--- src/rtl/axi_full_burst_master.sv ---
// axi_full_burst_master: turns one (addr, beats, dir) command into AXI4 INCR bursts split at MAX_BURST and 4 KB pages
module axi_full_burst_master #(
  parameter int AXI_WIDTH_ID   = 4,
  parameter int AXI_WIDTH_ADDR = 32,
  parameter int AXI_WIDTH_DATA = 32,
  parameter int MAX_BURST      = 16,
  parameter int AXI_ID         = 0
) (
  input  logic                        aclk,
  input  logic                        aresetn,
  input  logic                        cmd_valid,
  output logic                        cmd_ready,
  input  logic                        cmd_write,
  input  logic [AXI_WIDTH_ADDR-1:0]   cmd_addr,
  input  logic [15:0]                 cmd_beats,
  input  logic [AXI_WIDTH_DATA-1:0]   wd_data,
  input  logic [AXI_WIDTH_DATA/8-1:0] wd_strb,
  input  logic                        wd_valid,
  output logic                        wd_ready,
  output logic [AXI_WIDTH_DATA-1:0]   rd_data,
  output logic                        rd_last,
  output logic                        rd_valid,
  input  logic                        rd_ready,
  output logic                        busy,
  output logic                        done,
  output logic                        done_err,
  output logic [AXI_WIDTH_ID-1:0]     m_axi_awid,
  output logic [AXI_WIDTH_ADDR-1:0]   m_axi_awaddr,
  output logic [7:0]                  m_axi_awlen,
  output logic [2:0]                  m_axi_awsize,
  output logic [1:0]                  m_axi_awburst,
  output logic                        m_axi_awlock,
  output logic [3:0]                  m_axi_awcache,
  output logic [2:0]                  m_axi_awprot,
  output logic                        m_axi_awvalid,
  input  logic                        m_axi_awready,
  output logic [AXI_WIDTH_DATA-1:0]   m_axi_wdata,
  output logic [AXI_WIDTH_DATA/8-1:0] m_axi_wstrb,
  output logic                        m_axi_wlast,
  output logic                        m_axi_wvalid,
  input  logic                        m_axi_wready,
  input  logic [AXI_WIDTH_ID-1:0]     m_axi_bid,
  input  logic [1:0]                  m_axi_bresp,
  input  logic                        m_axi_bvalid,
  output logic                        m_axi_bready,
  output logic [AXI_WIDTH_ID-1:0]     m_axi_arid,
  output logic [AXI_WIDTH_ADDR-1:0]   m_axi_araddr,
  output logic [7:0]                  m_axi_arlen,
  output logic [2:0]                  m_axi_arsize,
  output logic [1:0]                  m_axi_arburst,
  output logic                        m_axi_arlock,
  output logic [3:0]                  m_axi_arcache,
  output logic [2:0]                  m_axi_arprot,
  output logic                        m_axi_arvalid,
  input  logic                        m_axi_arready,
  input  logic [AXI_WIDTH_ID-1:0]     m_axi_rid,
  input  logic [AXI_WIDTH_DATA-1:0]   m_axi_rdata,
  input  logic [1:0]                  m_axi_rresp,
  input  logic                        m_axi_rlast,
  input  logic                        m_axi_rvalid,
  output logic                        m_axi_rready
);
  localparam int AW = AXI_WIDTH_ADDR;
  localparam int SZ = $clog2(AXI_WIDTH_DATA / 8);

  typedef enum logic [2:0] {IDLE, ADDR, WDATA, WRESP, RDATA, DONE} state_t;

  state_t          state;
  logic            write, err, awvalid, arvalid;
  logic [AW-1:0]   addr, ax_addr;
  logic [15:0]     remaining;
  logic [8:0]      n, cnt, n_next;
  logic [7:0]      ax_len;
  logic [16:0]     lim, pg;
  logic            last_beat, w_hs, r_hs, unused_bits;

  // beats left before the 4 KB page ends, in data-width units
  assign pg        = 17'((13'h1000 - {1'b0, addr[11:0]}) >> SZ);
  assign lim       = {1'b0, remaining} < 17'(MAX_BURST) ? {1'b0, remaining} : 17'(MAX_BURST);
  assign n_next    = 9'(lim < pg ? lim : pg);
  assign last_beat = cnt == n - 9'd1;
  assign w_hs      = m_axi_wvalid && m_axi_wready;
  assign r_hs      = state == RDATA && m_axi_rvalid && rd_ready;

  assign cmd_ready    = state == IDLE && !done;
  assign wd_ready     = state == WDATA && m_axi_wready;
  assign m_axi_wvalid = state == WDATA && wd_valid;
  assign m_axi_wdata  = wd_data;
  assign m_axi_wstrb  = wd_strb;
  assign m_axi_wlast  = state == WDATA && last_beat;
  assign m_axi_bready = state == WRESP;
  assign rd_valid     = state == RDATA && m_axi_rvalid;
  assign rd_data      = m_axi_rdata;
  assign rd_last      = state == RDATA && last_beat && remaining == '0;
  assign m_axi_rready = state == RDATA && rd_ready;

  assign m_axi_awid    = AXI_WIDTH_ID'(AXI_ID);
  assign m_axi_awaddr  = ax_addr;
  assign m_axi_awlen   = ax_len;
  assign m_axi_awsize  = 3'(SZ);
  assign m_axi_awburst = 2'b01;
  assign m_axi_awlock  = 1'b0;
  assign m_axi_awcache = 4'b0011;
  assign m_axi_awprot  = 3'b000;
  assign m_axi_awvalid = awvalid;
  assign m_axi_arid    = AXI_WIDTH_ID'(AXI_ID);
  assign m_axi_araddr  = ax_addr;
  assign m_axi_arlen   = ax_len;
  assign m_axi_arsize  = 3'(SZ);
  assign m_axi_arburst = 2'b01;
  assign m_axi_arlock  = 1'b0;
  assign m_axi_arcache = 4'b0011;
  assign m_axi_arprot  = 3'b000;
  assign m_axi_arvalid = arvalid;

  assign unused_bits = ^{m_axi_bid, m_axi_rid, cmd_addr[SZ-1:0]};

  always_ff @(posedge aclk) begin
    if (!aresetn) begin
      state     <= IDLE;
      write     <= 1'b0;
      err       <= 1'b0;
      awvalid   <= 1'b0;
      arvalid   <= 1'b0;
      busy      <= 1'b0;
      done      <= 1'b0;
      done_err  <= 1'b0;
      addr      <= '0;
      ax_addr   <= '0;
      ax_len    <= '0;
      remaining <= '0;
      n         <= '0;
      cnt       <= '0;
    end else begin
      done <= 1'b0;
      case (state)
        IDLE: if (cmd_valid && cmd_ready) begin
          write     <= cmd_write;
          addr      <= {cmd_addr[AW-1:SZ], {SZ{1'b0}}};
          remaining <= cmd_beats;
          busy      <= 1'b1;
          err       <= 1'b0;
          state     <= cmd_beats == '0 ? DONE : ADDR;
        end
        ADDR: if (!awvalid && !arvalid) begin
          n       <= n_next;
          ax_addr <= addr;
          ax_len  <= 8'(n_next - 9'd1);
          awvalid <= write;
          arvalid <= !write;
        end else if ((awvalid && m_axi_awready) || (arvalid && m_axi_arready)) begin
          awvalid   <= 1'b0;
          arvalid   <= 1'b0;
          cnt       <= '0;
          addr      <= addr + (AW'(n) << SZ);
          remaining <= remaining - 16'(n);
          state     <= write ? WDATA : RDATA;
        end
        WDATA: if (w_hs) begin
          cnt <= cnt + 9'd1;
          if (last_beat) state <= WRESP;
        end
        WRESP: if (m_axi_bvalid) begin
          err   <= err | (m_axi_bresp != 2'b00);
          state <= remaining != '0 ? ADDR : DONE;
        end
        // slave rlast is only cross-checked; our own beat count ends the burst
        RDATA: if (r_hs) begin
          cnt <= cnt + 9'd1;
          err <= err | (m_axi_rresp != 2'b00) | (m_axi_rlast != last_beat);
          if (last_beat) state <= remaining != '0 ? ADDR : DONE;
        end
        DONE: begin
          done     <= 1'b1;
          done_err <= err;
          busy     <= 1'b0;
          state    <= IDLE;
        end
        default: state <= IDLE;
      endcase
    end
  end
endmodule

--- config.mk ---
export PLATFORM = sky130hd
export DESIGN_NAME = axi_full_burst_master
export DESIGN_NICKNAME = d
export VERILOG_FILES = /design/src/rtl/axi_full_burst_master.sv
export SDC_FILE = /design/constraint.sdc
export NUM_CORES = 1
export LEC_CHECK = 0
export ABC_AREA = 1
export BUFFER_PORTS_ARGS = -buffer_cell sky130_fd_sc_hd__buf_2
export CAP_MARGIN = 25
export CORE_UTILIZATION = 35
export CTS_BUF_LIST = sky130_fd_sc_hd__clkbuf_8 sky130_fd_sc_hd__clkbuf_16
export DETAILED_ROUTE_END_ITERATION = 16
export PLACE_DENSITY = 0.59
export SLEW_MARGIN = 20
export SYNTH_ARGS = -nofsm -noshare
export SYNTH_HDL_FRONTEND = slang
export SYNTH_SLANG_ARGS = --single-unit
--- constraint.sdc ---
create_clock -name aclk -period 3.3 [get_ports aclk]
set_input_delay 0.495 -clock aclk [delete_from_list [all_inputs] [get_ports aclk]]
set_output_delay 0.495 -clock aclk [all_outputs]
set_load 0.02 [all_outputs]
==> results list, run 1 <==
* Post-Synthesis Mean Instance Area: 7.029 um^2
- The clock passes through at most 2 buffers.
* TritonCTS Buffers: 9
- Worst supply voltage drop on vdd: ~0.49 mV
- Largest fanout of any net on the critical path: 9
* Async SR Flop Fraction: 0%
- In the routed design, unresolved DRC markers number 0.
- Setup repair after global routing missed its margin: no
- CTS built an H-tree with a depth of 3.
* Hold buffers post-CTS: 0
- The synthesized design contains roughly 110 register bits.
* Share of final-layout standard cells stronger than drive strength 1: 20.32%
* Sum of routed wire length over all layers: around 21 mm
* Crit start category: flip-flop
- For this run, the share of the core covered by cells in the final layout is roughly two fifths.
- During synthesis, Yosys emitted a total of 0 warnings.
* Cell count after synthesis: about 1200
- Routed signal wires occupy layers up through met4.
* Count of unique library cells instantiated by Yosys: 54
- In this run the cell area of the synthesized design comes to a little over 0.008 mm^2.
- Maximum frequency from static timing analysis: 332.8 MHz
- Wire segments on met2 add up to between 9 and 10 mm in the final route.
- Commonest non-fill, non-tap cell in the layout: sky130_fd_sc_hd__nand2_1
* Footprint of the multi-input gates: 0.004309 mm^2
- Total number of placement rows: 55
* Setup-failing EPs final: 0
- Met1 WL: roughly 11 mm
- Vias: between 7000 and 8000
- Worst Path Arrival: around 3.3 ns
- The core region is between 0.02 and 0.025 mm^2.
- DR pass1 iterations: 5
* X dimension of the die: 154.0 um
- Clock tree synthesis selected as its root buffer the cell sky130_fd_sc_hd__clkbuf_16.
* Critical path required time: between 3 and 4 ns
- Type of the worst min-delay path: in -> reg
- Number of antenna violations at the first check in global routing: 1
* Worst rel slew slack: 53.83%
- Number of clock sinks seen by CTS: between 100 and 150
- Routed vias/inst: between 4 and 5
- Cell accounting for the most synthesized area: sky130_fd_sc_hd__dfxtp_1
- Io pins: between 300 and 400
* Total Power: roughly 0.009 W
- Area share of the largest cell type after synthesis: ~28%
* Number of global-route vias before repair: roughly 6500
- After layout, the worst path uses just over 90% of the clock period.
- Violation count after the first detailed-routing iteration: about 440
- Final setup margin: 0.2954 ns
* Number of hold-slack violations in the final timing report: 0
* Starting density of the core: between 30% and 40%
- After clock tree synthesis, the setup repair step added 0 buffers.
- Detailed placement finished with a half-perimeter wire length of roughly 16 mm.
* Aggregate global routing overflow: 0
- Result of the run: finished clean
- From synthesis to final layout, the design area changed by 6.434%.
- The first global-routing pass estimated about 34 mm of wire.
* Pin count of the biggest net entering global routing: between 60 and 70
* Number of nets in the finished design: 1366
- Of the synthesized area, sequential elements account for 27.71%.
- Crit path capture type: flip-flop
- Post_cts resized: 0
- # fillers: between 2000 and 2500
* Clock-pin slew reported for the worst setup and hold paths after clock tree synthesis: around 0.08 ns
- Count of input and output buffers: 150
* Die area: approximately 0.024 mm^2
* Pwr per Cell Area: 1069 mW/mm^2
* TritonCTS clock tree: built
- # Max-Cap Violations: 0
- Pins Over Slew Limit: 0
* Global-route usage over all layers: around 18%
- The analysis attributes to cell leakage a power of approximately 4 nW.
* Most frequent cells in the layout: sky130_fd_sc_hd__nand2_1 (170), sky130_fd_sc_hd__buf_2 (150), sky130_fd_sc_hd__inv_1 (114), sky130_fd_sc_hd__dfxtp_1 (112), sky130_fd_sc_hd__a21oi_1 (104)
- Summing all flip-flop and latch instances after layout gives 0.002242 mm^2.
- At the pin with the least slew margin, the transition time is around 0.69 ns.
- Summed over all nets, wire length on met3 after detailed routing comes to 1.216 mm.
- The congestion estimate from routability-driven global placement came to about 0.86.
* Kind of critical path: reg -> reg
* Post-Route Setup TNS: 0 ns
- At the placement stage, the worst setup path has a slack of 0.1485 ns.
* Number of synthesized flops with an enable pin: 0
- After detailed placement, the design holds a cell count of between 1000 and 1500.
* Most area-consuming cells after synthesis: sky130_fd_sc_hd__dfxtp_1 (28%), sky130_fd_sc_hd__buf_4 (13%), sky130_fd_sc_hd__nand2_1 (7.9%)
* Routed Antenna Nets: 0
- The count of cells in the finished layout, fillers not included, comes to 1482.
* Worst-Skew Late Latency: ~0.36 ns
- Most used flip-flop cell after synthesis: sky130_fd_sc_hd__dfxtp_1
- On the final layout, the worst clock skew is 0.009643 ns.
- Vertical extent of the die: about 150 um
- Average detailed-routed wire length per instance: roughly 14 um
* Shortest clock period the worst path allows after layout: 3.005 ns
## worst paths after layout
path	startpoint	endpoint	slack, ns	cells after the start
hold / removal	cmd_write	write	0.43	3
setup / recovery	addr[2]	m_axi_arlen[2]	0.30	20
hold reg to reg	addr[30]	addr[30]	0.48	2
setup reg to reg	addr[2]	m_axi_arlen[2]	0.30	20
## power by group
part	leakage (nW)	internal [W]	switching (W)	total (W)
clock	0.153	0.000631	0.000529	0.00116
sequential	0.917	0.00182	0.000460	0.00228
combinational	2.92	0.00205	0.00371	0.00576
total	3.99	0.00450	0.00470	0.00920
## kinds of logic after synthesis
logic type,count (synthesis),share of synthesized area (%)
AOI/OAI and AO/OA,261,18.82
buffers and inverters,307,21.39
xor gates and xnor gates,33,3.573
and+or+nand+nor,401,22.81
adders and majority gates,35,5.599
DFF,112,27.71
other,2,0.09283
## layout make-up
cell class / instances / area share (%)
clock inverters: 5 / 0.6393
well taps: 285 / 4.141
flip-flops and latches: 112 / 26.04
diodes: 1 / 0.02906
clock buffers: 11 / 2.935
multi-input cells: 774 / 50.04
inverters: 122 / 5.391
repair buffers: 172 / 10.78
## sequential cells by signal, indices dropped and copies added, names as in the netlist, 3 cells and up
register and flops:
remaining 16, cnt 9, state 3, m_axi_arlen 8, n 9, addr 30
m_axi_araddr 30
## through the flow
stage / area (um^2) / hold WS (ns)
final: 8611 / 0.4284
after detailed placement: 8263 / 0.4720
after global routing: 8608 / 0.4530
after CTS: 8571 / 0.4384
after floorplan: 8248 / 0.4453
after global placement: 8263 / 0.4567
## critical path: stages (launching register included)
cell and delay [ns]:
sky130_fd_sc_hd__dfxtp_1 0.39, sky130_fd_sc_hd__buf_4 0.16, sky130_fd_sc_hd__clkinvlp_4 0.15, sky130_fd_sc_hd__ha_1 0.23
sky130_fd_sc_hd__nand3_1 0.14, sky130_fd_sc_hd__xor2_2 0.18, sky130_fd_sc_hd__inv_1 0.09, sky130_fd_sc_hd__ha_1 0.18
sky130_fd_sc_hd__a21oi_1 0.14, sky130_fd_sc_hd__nor2_1 0.06, sky130_fd_sc_hd__a211oi_2 0.18, sky130_fd_sc_hd__nand2_2 0.09
sky130_fd_sc_hd__nand2_4 0.09, sky130_fd_sc_hd__nand2_4 0.11, sky130_fd_sc_hd__nand2_4 0.08, sky130_fd_sc_hd__nand2_4 0.06
sky130_fd_sc_hd__ha_1 0.23, sky130_fd_sc_hd__nand2_1 0.09, sky130_fd_sc_hd__nand2_1 0.05, sky130_fd_sc_hd__o221ai_1 0.15
sky130_fd_sc_hd__inv_1 0.05
## cell usage after synthesis, types with 7 or more instances
library cell,count
sky130_fd_sc_hd__nand2_1,170
sky130_fd_sc_hd__nor3_1,23
sky130_fd_sc_hd__nand2_2,7
sky130_fd_sc_hd__xnor2_1,9
sky130_fd_sc_hd__a211oi_1,14
sky130_fd_sc_hd__xor2_1,24
sky130_fd_sc_hd__a21oi_1,104
sky130_fd_sc_hd__o21ai_0,78
sky130_fd_sc_hd__o21bai_1,13
sky130_fd_sc_hd__ha_1,33
sky130_fd_sc_hd__or2_2,9
sky130_fd_sc_hd__nor2_1,95
sky130_fd_sc_hd__a221oi_1,7
sky130_fd_sc_hd__nand3_1,46
sky130_fd_sc_hd__inv_1,116
sky130_fd_sc_hd__o211ai_1,12
sky130_fd_sc_hd__nor4_1,9
sky130_fd_sc_hd__dfxtp_1,112
sky130_fd_sc_hd__o221ai_1,7
sky130_fd_sc_hd__nand4_1,14
sky130_fd_sc_hd__clkbuf_1,29
sky130_fd_sc_hd__buf_4,145
## per-layer routing
| layer | GRT usage [%] | up-vias |
|---|---|---|
| met5 | 0 | - |
| met4 | 5.048 | 0 |
| met3 | 3.157 | 27 |
| met2 | 27.34 | 207 |
| met1 | 25.57 | 3236 |
| li1 | - | 3714 |
Power figures use the tool's default switching activity.
==> run 2, diff against run 1 <==
Settings changed: CORE_ASPECT_RATIO set to 1.1.
==> run 2 against run 1 <==
Register-to-register slack improved by 0.03 ns; critical path depth decreased by 8; worst setup slack got worse by 0.013 ns; total power increased by 0.36%; wire length decreased by 0.86%; first-iteration DRC count decreased by 17%; global-route usage decreased by 0.34 points; die area about the same; sequential cell count unchanged; critical path type is now reg -> out; largest cell class unchanged.
==> results list, run 2 (synthesis gave the netlist of run 1 again) <==
* Sw Ratio: 51.27% (was 51.11%)
- Critical path required time: 2.80 ns (was 3.55 ns)
- The number of antenna violations at the first check in global routing came to 2 (was 1).
* Pins Over Slew Limit: 0 (unchanged)
- Worst-case reg-to-reg path depth: 17 (was 20)
- Result of the run: finished clean (unchanged).
* Vertical extent of the die: 161.5 um (was 154.0 um)
* Critical path cell sequence: inv_1 > ha_1 > nand2_1 > nor2_1 > nand2_1 > xor2_1 > inv_1 > o21ai_0 > nor3_1 > nand4_1 > nor2_1 > buf_2 (was buf_4 > clkinvlp_4 > ha_1 > nand3_1 > xor2_2 > inv_1 > ha_1 > a21oi_1 > nor2_1 > a211oi_2 > nand2_2 > nand2_4 > nand2_4 > nand2_4 > nand2_4 > ha_1 > nand2_1 > nand2_1 > o221ai_1 > inv_1)
* Floorplan Core Area: 0.02239 mm^2 (was 0.02264 mm^2)
- The number of DRC violations after detailed-routing iteration 0 was 366 (was 441).
- Buffer type at the clock tree root: sky130_fd_sc_hd__clkbuf_16 (unchanged)
- The die extent in x is 147.0 um (was 154.0 um).
- The number of core rows was 57 (was 55).
- Worst setup startpoint: n[1] (was addr[2])
- The clock sink count was 112 (unchanged).
- The global routing usage summed across all routing layers is 17.56% (was 17.90%).
- TritonCTS Buffers: 9 (unchanged)
- WP buf/inv: 3 (was 4)
* # DRC: 0 (unchanged)
- Setup repair after global routing missed its margin: yes (was no).
- The maximum achievable frequency is 331.4 MHz (was 332.8 MHz).
* Shortest clock period the worst path allows after layout: 3.017 ns (was 3.005 ns)
- The total iterations of the first detailed-routing run came to 6 (was 5).
* Number of global-route vias before repair: 6438 (was 6495)
- Sum of routed wire length over all layers: 21.06 mm (was 21.24 mm)
* Pin count of the biggest net entering global routing: 68 (unchanged)
- The relative slew slack was 53.32% (was 53.83%).
* H-Tree Depth: 3 (unchanged)
* CTS max path bufs: 2 (unchanged)
* Post-route fraction of the period consumed by the critical path: 91.43% (was 91.05%)
- The arrival time at the worst endpoint was 2.52 ns (was 3.25 ns).
- The HPWL after detailed placement was 15.99 mm (was 15.97 mm).
- Worst path slowest cell: sky130_fd_sc_hd__dfxtp_1 (unchanged)
* Placed cell count: 1475 (was 1465)
- The leakage power total is 3.981 nW (was 3.989 nW).
* Relative contribution of combinational cells to total power: 62.9% (was 62.6%)
- Actual slew at the worst max-slew pin: 0.7001 ns (was 0.6925 ns)
* Kind of critical path: reg -> out (was reg -> reg)
- The most common library cell in the layout ignoring fill and taps was sky130_fd_sc_hd__nand2_1 (unchanged).
* Power share of the clock group: 12.3% (was 12.6%)
* Startpoint of the worst-slack reg-to-reg timing path: addr[2] (unchanged)
- Area grow syn2layout: 6.387% (was 6.434%)
- Number of hold-slack violations in the final timing report: 0 (unchanged)
- Worst supply voltage drop on vdd: 0.5038 mV (was 0.4918 mV)
- Final setup margin: 0.2828 ns (was 0.2954 ns)
- The routed wirelength normalized by instance count is 14.11 um (was 14.33 um).
- The full die area was 0.02373 mm^2 (about the same).
- The power density relative to cell area came to 1073 mW/mm^2 (was 1069 mW/mm^2).
- Most frequent cells in the layout: sky130_fd_sc_hd__nand2_1 (170), sky130_fd_sc_hd__buf_2 (150), sky130_fd_sc_hd__inv_1 (115), sky130_fd_sc_hd__dfxtp_1 (112), sky130_fd_sc_hd__a21oi_1 (104) (was sky130_fd_sc_hd__nand2_1 (170), sky130_fd_sc_hd__buf_2 (150), sky130_fd_sc_hd__inv_1 (114), sky130_fd_sc_hd__dfxtp_1 (112), sky130_fd_sc_hd__a21oi_1 (104)).
- Crit start category: flip-flop (unchanged)
* Longest individual stage delay on the worst path: 0.39 ns (about the same)
- The mean number of vias per cell came to 4.867 (was 4.848).
- The worst setup slack after placement was 0.08973 ns (was 0.1485 ns).
- The insertion delay of the later-clocked pin in the worst-skew pair came to 0.37 ns (was 0.36 ns).
* # fillers: 2420 (was 2450)
- Aggregate global routing overflow: 0 (unchanged)
- Setup-failing EPs final: 0 (unchanged)
* Final weighted congestion in routability-driven placement: 0.8424 (was 0.8620)
- Share of final-layout standard cells stronger than drive strength 1: 20.23% (was 20.32%)
- # Max-Cap Violations: 0 (unchanged)
* Wire length of the first global-routing pass: 33.19 mm (was 33.95 mm)
* Vias: 7261 (was 7184)
* Post-Route Setup TNS: 0 ns (unchanged)
* Starting density of the core: 36.13% (was 35.73%)
- Largest fanout of any net on the critical path: 5 (was 9)
- Number of cells in the finished layout apart from fillers: 1492 (was 1482)
- The critical path depth is 12 (was 20).
- Type of the worst min-delay path: in -> reg (unchanged)
- The TritonCTS clock tree is built (unchanged).
* Clock Skew: 0.01296 ns (was 0.009643 ns)
* Clock-pin slew reported for the worst setup and hold paths after clock tree synthesis: 0.08 ns (about the same)
- Share of power burned in registers: 24.8% (about the same)
* Hold buffers post-CTS: 0 (unchanged)
* Number of nets in the finished design: 1366 (unchanged)
- The cell count of the worst hold path was 3 (unchanged).
* Routed Antenna Nets: 0 (unchanged)
* Count of input and output buffers: 150 (unchanged)
* Crit path capture type: output pin (was flip-flop)
- Kind of cell with the highest combined delay on the critical path: simple AND/OR/NAND/NOR gates (unchanged)
- The number of placed I/O pins was 335 (unchanged).
- Net Switching: 0.004734 W (was 0.004703 W)
- Power Internal: 0.004500 W (was 0.004499 W)
- The worst min-delay path startpoint is cmd_write (unchanged).
run 2: cell count changes in the layout (fill, tap and decap cells not counted):
| cell | change |
|---|---|
| sky130_fd_sc_hd__nor2_2 | +1 |
| sky130_fd_sc_hd__nand3_1 | +1 |
| sky130_fd_sc_hd__nor2_1 | -1 |
| sky130_fd_sc_hd__o21ai_1 | -2 |
| sky130_fd_sc_hd__clkinvlp_4 | -1 |
| sky130_fd_sc_hd__clkbuf_8 | -2 |
| sky130_fd_sc_hd__clkinv_4 | +2 |
| sky130_fd_sc_hd__inv_1 | +1 |
| sky130_fd_sc_hd__nand3_2 | -1 |
| sky130_fd_sc_hd__o21ai_0 | +2 |
run 2: layout make-up:
cell class,instances,area [um^2],share of cell area (%)
multi-input combinational,774,4307,50.04
sequential,112,2242,26.05
timing repair buffer,172,928.4,10.79
inverter,122,460.4,5.350
tap,295,369.1,4.288
clock buffer,9,225.2,2.617
clock inverter,7,72.57,0.8431
antenna,1,2.502,0.02907
run 2: worst paths after layout:
| path | endpoint | slack [ns] |
|---|---|---|
| setup reg to reg | m_axi_arlen[6] | 0.33 |
| setup / recovery | rd_last | 0.28 |
| hold / removal | write | 0.42 |
| hold reg to reg | addr[30] | 0.47 |
run 2: what timing repair did:
action                     CTS  global route
setup endpoints to repair    0            18
setup buffers                0             0
resized for setup            0             6
run 2: worst min-delay path: cells and delay by family:
family	cells	cell delay, ns
AOI/OAI and AO/OA	2	0.18
buffers and inverters	1	0.07
run 2: power by group through the flow:
stage / clock network, W / registers, W / logic [W]
final: 0.00114 / 0.00229 / 0.00581
after global routing: 0.00122 / 0.00236 / 0.00651
after detailed placement: 0 / 0.00231 / 0.00574
after floorplan: 0 / 0.00239 / 0.00451
after global placement: 0 / 0.00230 / 0.00567
after CTS: 0.00117 / 0.00229 / 0.00577
run 2: routing by layer:
metal,track usage (%),wire length [um],vias up
li1,-,-,3710
met1,23.80,10030,3332
met2,28.22,9623,183
met3,3.023,1115,34
met4,5.623,279,2
met5,0,8,-
run 2: through the flow:
step / utilization, % / cell area [um^2] / hold slack, ns / power, W
2_1_floorplan: - / 8248 / 0.4453 / 0.006906
4_1_cts: 38.28 / 8573 / 0.4113 / 0.009225
3_5_place_dp: 36.95 / 8275 / 0.4621 / 0.008058
6_report: 38.43 / 8607 / 0.4166 / 0.009234
3_3_place_gp: 36.95 / 8275 / 0.4544 / 0.007976
5_1_grt: 38.43 / 8607 / 0.4484 / 0.01010
==> run 3, diff against run 2 <==
Settings changed: RECOVER_POWER set to 50.
==> run 3 against run 2 <==
Clock-buffer cell count unchanged; global-route usage did not move; wire length increased by 0.36%; maximum frequency down 0.17%; die area is the same; critical path type unchanged; critical endpoint unchanged; largest cell class unchanged; largest power group unchanged.
==> results list, run 3 (synthesis gave the netlist of run 1 again) <==
- The number of levels the H-tree was split into came to 3 (unchanged).
- Relative contribution of combinational cells to total power: 62.6% (was 62.9%)
- Average detailed-routed wire length per instance: 14.16 um (was 14.11 um)
- The relative slew slack came to 53.77% (was 53.32%).
- Crit path capture type: output pin (unchanged)
* Commonest non-fill, non-tap cell in the layout: sky130_fd_sc_hd__nand2_1 (unchanged)
- The final net count was 1366 (unchanged).
- Critical path cell sequence: inv_1 > ha_1 > nand2_1 > nor2_1 > nand2_1 > xor2_1 > inv_1 > o21ai_0 > nor3_1 > nand4_1 > nor2_1 > buf_2 (unchanged).
- The maximum achievable frequency is 330.9 MHz (was 331.4 MHz).
- The ratio of cells with drive above 1 in the final layout came to 14.88% (was 20.23%).
* Pin count of the biggest net entering global routing: 68 (unchanged)
- CTS max path bufs: 2 (unchanged)
- The mean number of vias per cell is 4.863 (was 4.867).
* Floorplan Core Area: 0.02239 mm^2 (unchanged)
* X dimension of the die: 147.0 um (unchanged)
- The cell chosen for the clock root is sky130_fd_sc_hd__clkbuf_16 (unchanged).
* Number of clock sinks seen by CTS: 112 (unchanged)
- The insertion delay of the later-clocked pin in the worst-skew pair was 0.36 ns (was 0.37 ns).
- Leakage: 3.718 nW (was 3.981 nW)
- The total net switching power came to 0.004746 W (was 0.004734 W).
* # fillers: 2447 (was 2420)
- The die height came to 161.5 um (unchanged).
* Result of the run: finished clean (unchanged)
- Post-Route Setup TNS: 0 ns (unchanged)
- Longest individual stage delay on the worst path: 0.39 ns (about the same)
* Sum of routed wire length over all layers: 21.13 mm (was 21.06 mm)
* Global-route usage over all layers: 17.56% (unchanged)
- Vias: 7255 (was 7261)
- The quantity of I/O buffers inserted on ports was 150 (unchanged).
- Die area: 0.02373 mm^2 (unchanged)
* Shortest clock period the worst path allows after layout: 3.022 ns (was 3.017 ns)
- Hold buffers post-CTS: 0 (unchanged)
- The number of core rows is 57 (unchanged).
* Actual slew at the worst max-slew pin: 0.6934 ns (was 0.7001 ns)
- Kind of critical path: reg -> out (unchanged)
* Number of antenna violations at the first check in global routing: 2 (unchanged)
- The TritonCTS clock tree is built (unchanged).
- Setup-failing EPs final: 0 (unchanged)
- The number of hold violations in the final report came to 0 (unchanged).
* Worst path slowest cell: sky130_fd_sc_hd__dfxtp_1 (unchanged)
- The cell internal power dissipation came to 0.004434 W (was 0.004500 W).
* Area grow syn2layout: 5.397% (was 6.387%)
- The clock share of power came to 12.4% (was 12.3%).
- The setup fix buffers added after clock tree synthesis is 0 (unchanged).
- Sw Ratio: 51.70% (was 51.27%)
- Half-perimeter wire length after placement: 15.99 mm (unchanged)
* Number of global-route vias before repair: 6438 (unchanged)
* Routed Antenna Nets: 0 (unchanged)
* # DRC: 0 (unchanged)
* Violation count after the first detailed-routing iteration: 350 (was 366)
- The final period utilization was 91.58% (was 91.43%).
- Aggregate global routing overflow: 0 (unchanged)
- Most frequent cells in the layout: sky130_fd_sc_hd__nand2_1 (170), sky130_fd_sc_hd__inv_1 (115), sky130_fd_sc_hd__dfxtp_1 (112), sky130_fd_sc_hd__a21oi_1 (104), sky130_fd_sc_hd__nor2_1 (94) (was sky130_fd_sc_hd__nand2_1 (170), sky130_fd_sc_hd__buf_2 (150), sky130_fd_sc_hd__inv_1 (115), sky130_fd_sc_hd__dfxtp_1 (112), sky130_fd_sc_hd__a21oi_1 (104))
- Worst Path Arrival: 2.53 ns (was 2.52 ns)
- The total iterations of the first detailed-routing run is 5 (was 6).
- Clock-pin slew reported for the worst setup and hold paths after clock tree synthesis: 0.08 ns (about the same)
- The startpoint kind of the worst setup timing path was a flip-flop (unchanged).
* Total Power: 0.009180 W (was 0.009234 W)
- Starting density of the core: 36.13% (unchanged)
- Post-layout utilization of the core: 38.08% (was 38.43%)
- Clock Skew: 0.01048 ns (was 0.01296 ns)
- The power density relative to cell area came to 1077 mW/mm^2 (was 1073 mW/mm^2).
- Worst supply voltage drop on vdd: 0.5077 mV (was 0.5038 mV)
* Io pins: 335 (unchanged)
- The first-pass GRT wire length came to 33.19 mm (unchanged).
* Share of power burned in registers: 25.0% (was 24.8%)
- TritonCTS Buffers: 9 (unchanged)
- The required time at the endpoint of the critical path was 2.80 ns (about the same).
- Final weighted congestion in routability-driven placement: 0.8424 (unchanged)
- The count of final max-slew check failures is 0 (unchanged).
- The class of the tightest hold or removal check is in -> reg (unchanged).
* Largest fanout of any net on the critical path: 5 (unchanged)
- The number of max-cap violations was 0 (unchanged).
* Setup repair after global routing missed its margin: yes (unchanged)
## run 3: layer usage
layer | global-route usage, % | part of all wire [%]
met1 | 23.80 | 48
met2 | 28.22 | 46
met3 | 3.023 | 5.1
met4 | 5.623 | 1.3
met5 | 0 | 0.038
## run 3: final cells by class
cell class	count	area (um^2)	share of cell area, %
antenna	1	2.502	0.02935
clock buffer	9	225.2	2.641
clock inverter	7	72.57	0.8511
inverter	122	460.4	5.400
multi-input combinational	774	4307	50.51
sequential	112	2242	26.29
tap	295	369.1	4.329
timing repair buffer	172	848.3	9.949
## run 3: worst paths after layout
check	start	depth (start not counted)	end	slack (ns)
worst min-delay path	cmd_write	3	write	0.42
worst max register to register	addr[2]	19	m_axi_arlen[4]	0.33
worst max-delay path	n[1]	12	rd_last	0.28
worst min register to register	addr[30]	2	addr[30]	0.47
## run 3: power groups by stage
stage                     Sequential (W)  Combinational, W  Clock [W]
after floorplan                  0.00239           0.00451          0
after global placement           0.00230           0.00567          0
after detailed placement         0.00231           0.00574          0
after CTS                        0.00229           0.00577    0.00117
after global routing             0.00237           0.00645    0.00122
final                            0.00230           0.00575    0.00114
## run 3: repair_timing
item | in CTS | in global routing
gates resized for setup | 0 | 6
hold endpoints to repair | 0 | 0
setup endpoints to repair | 0 | 18
## run 3: per-stage QoR
stage,instances,instance area (um^2),hold WS (ns),setup slack [ns]
CTS,1491,8573,0.4113,0.03351
global placement,1475,8275,0.4544,0.1277
detailed placement,1475,8275,0.4621,0.08973
global route,1492,8527,0.4484,0.0006140
floorplan,1193,8248,0.4453,0.3438
finish,1492,8527,0.4168,0.2778
## run 3: critical path, delay by kind of cell (launching register included)
family,cells,cell delay (ns)
AO/OA/AOI/OAI,1,0.07
adder cells (fa/ha/maj),1,0.21
flip-flops,1,0.39
XOR/XNOR,1,0.15
AND/OR/NAND/NOR,6,0.88
buffers and inverters,3,0.45
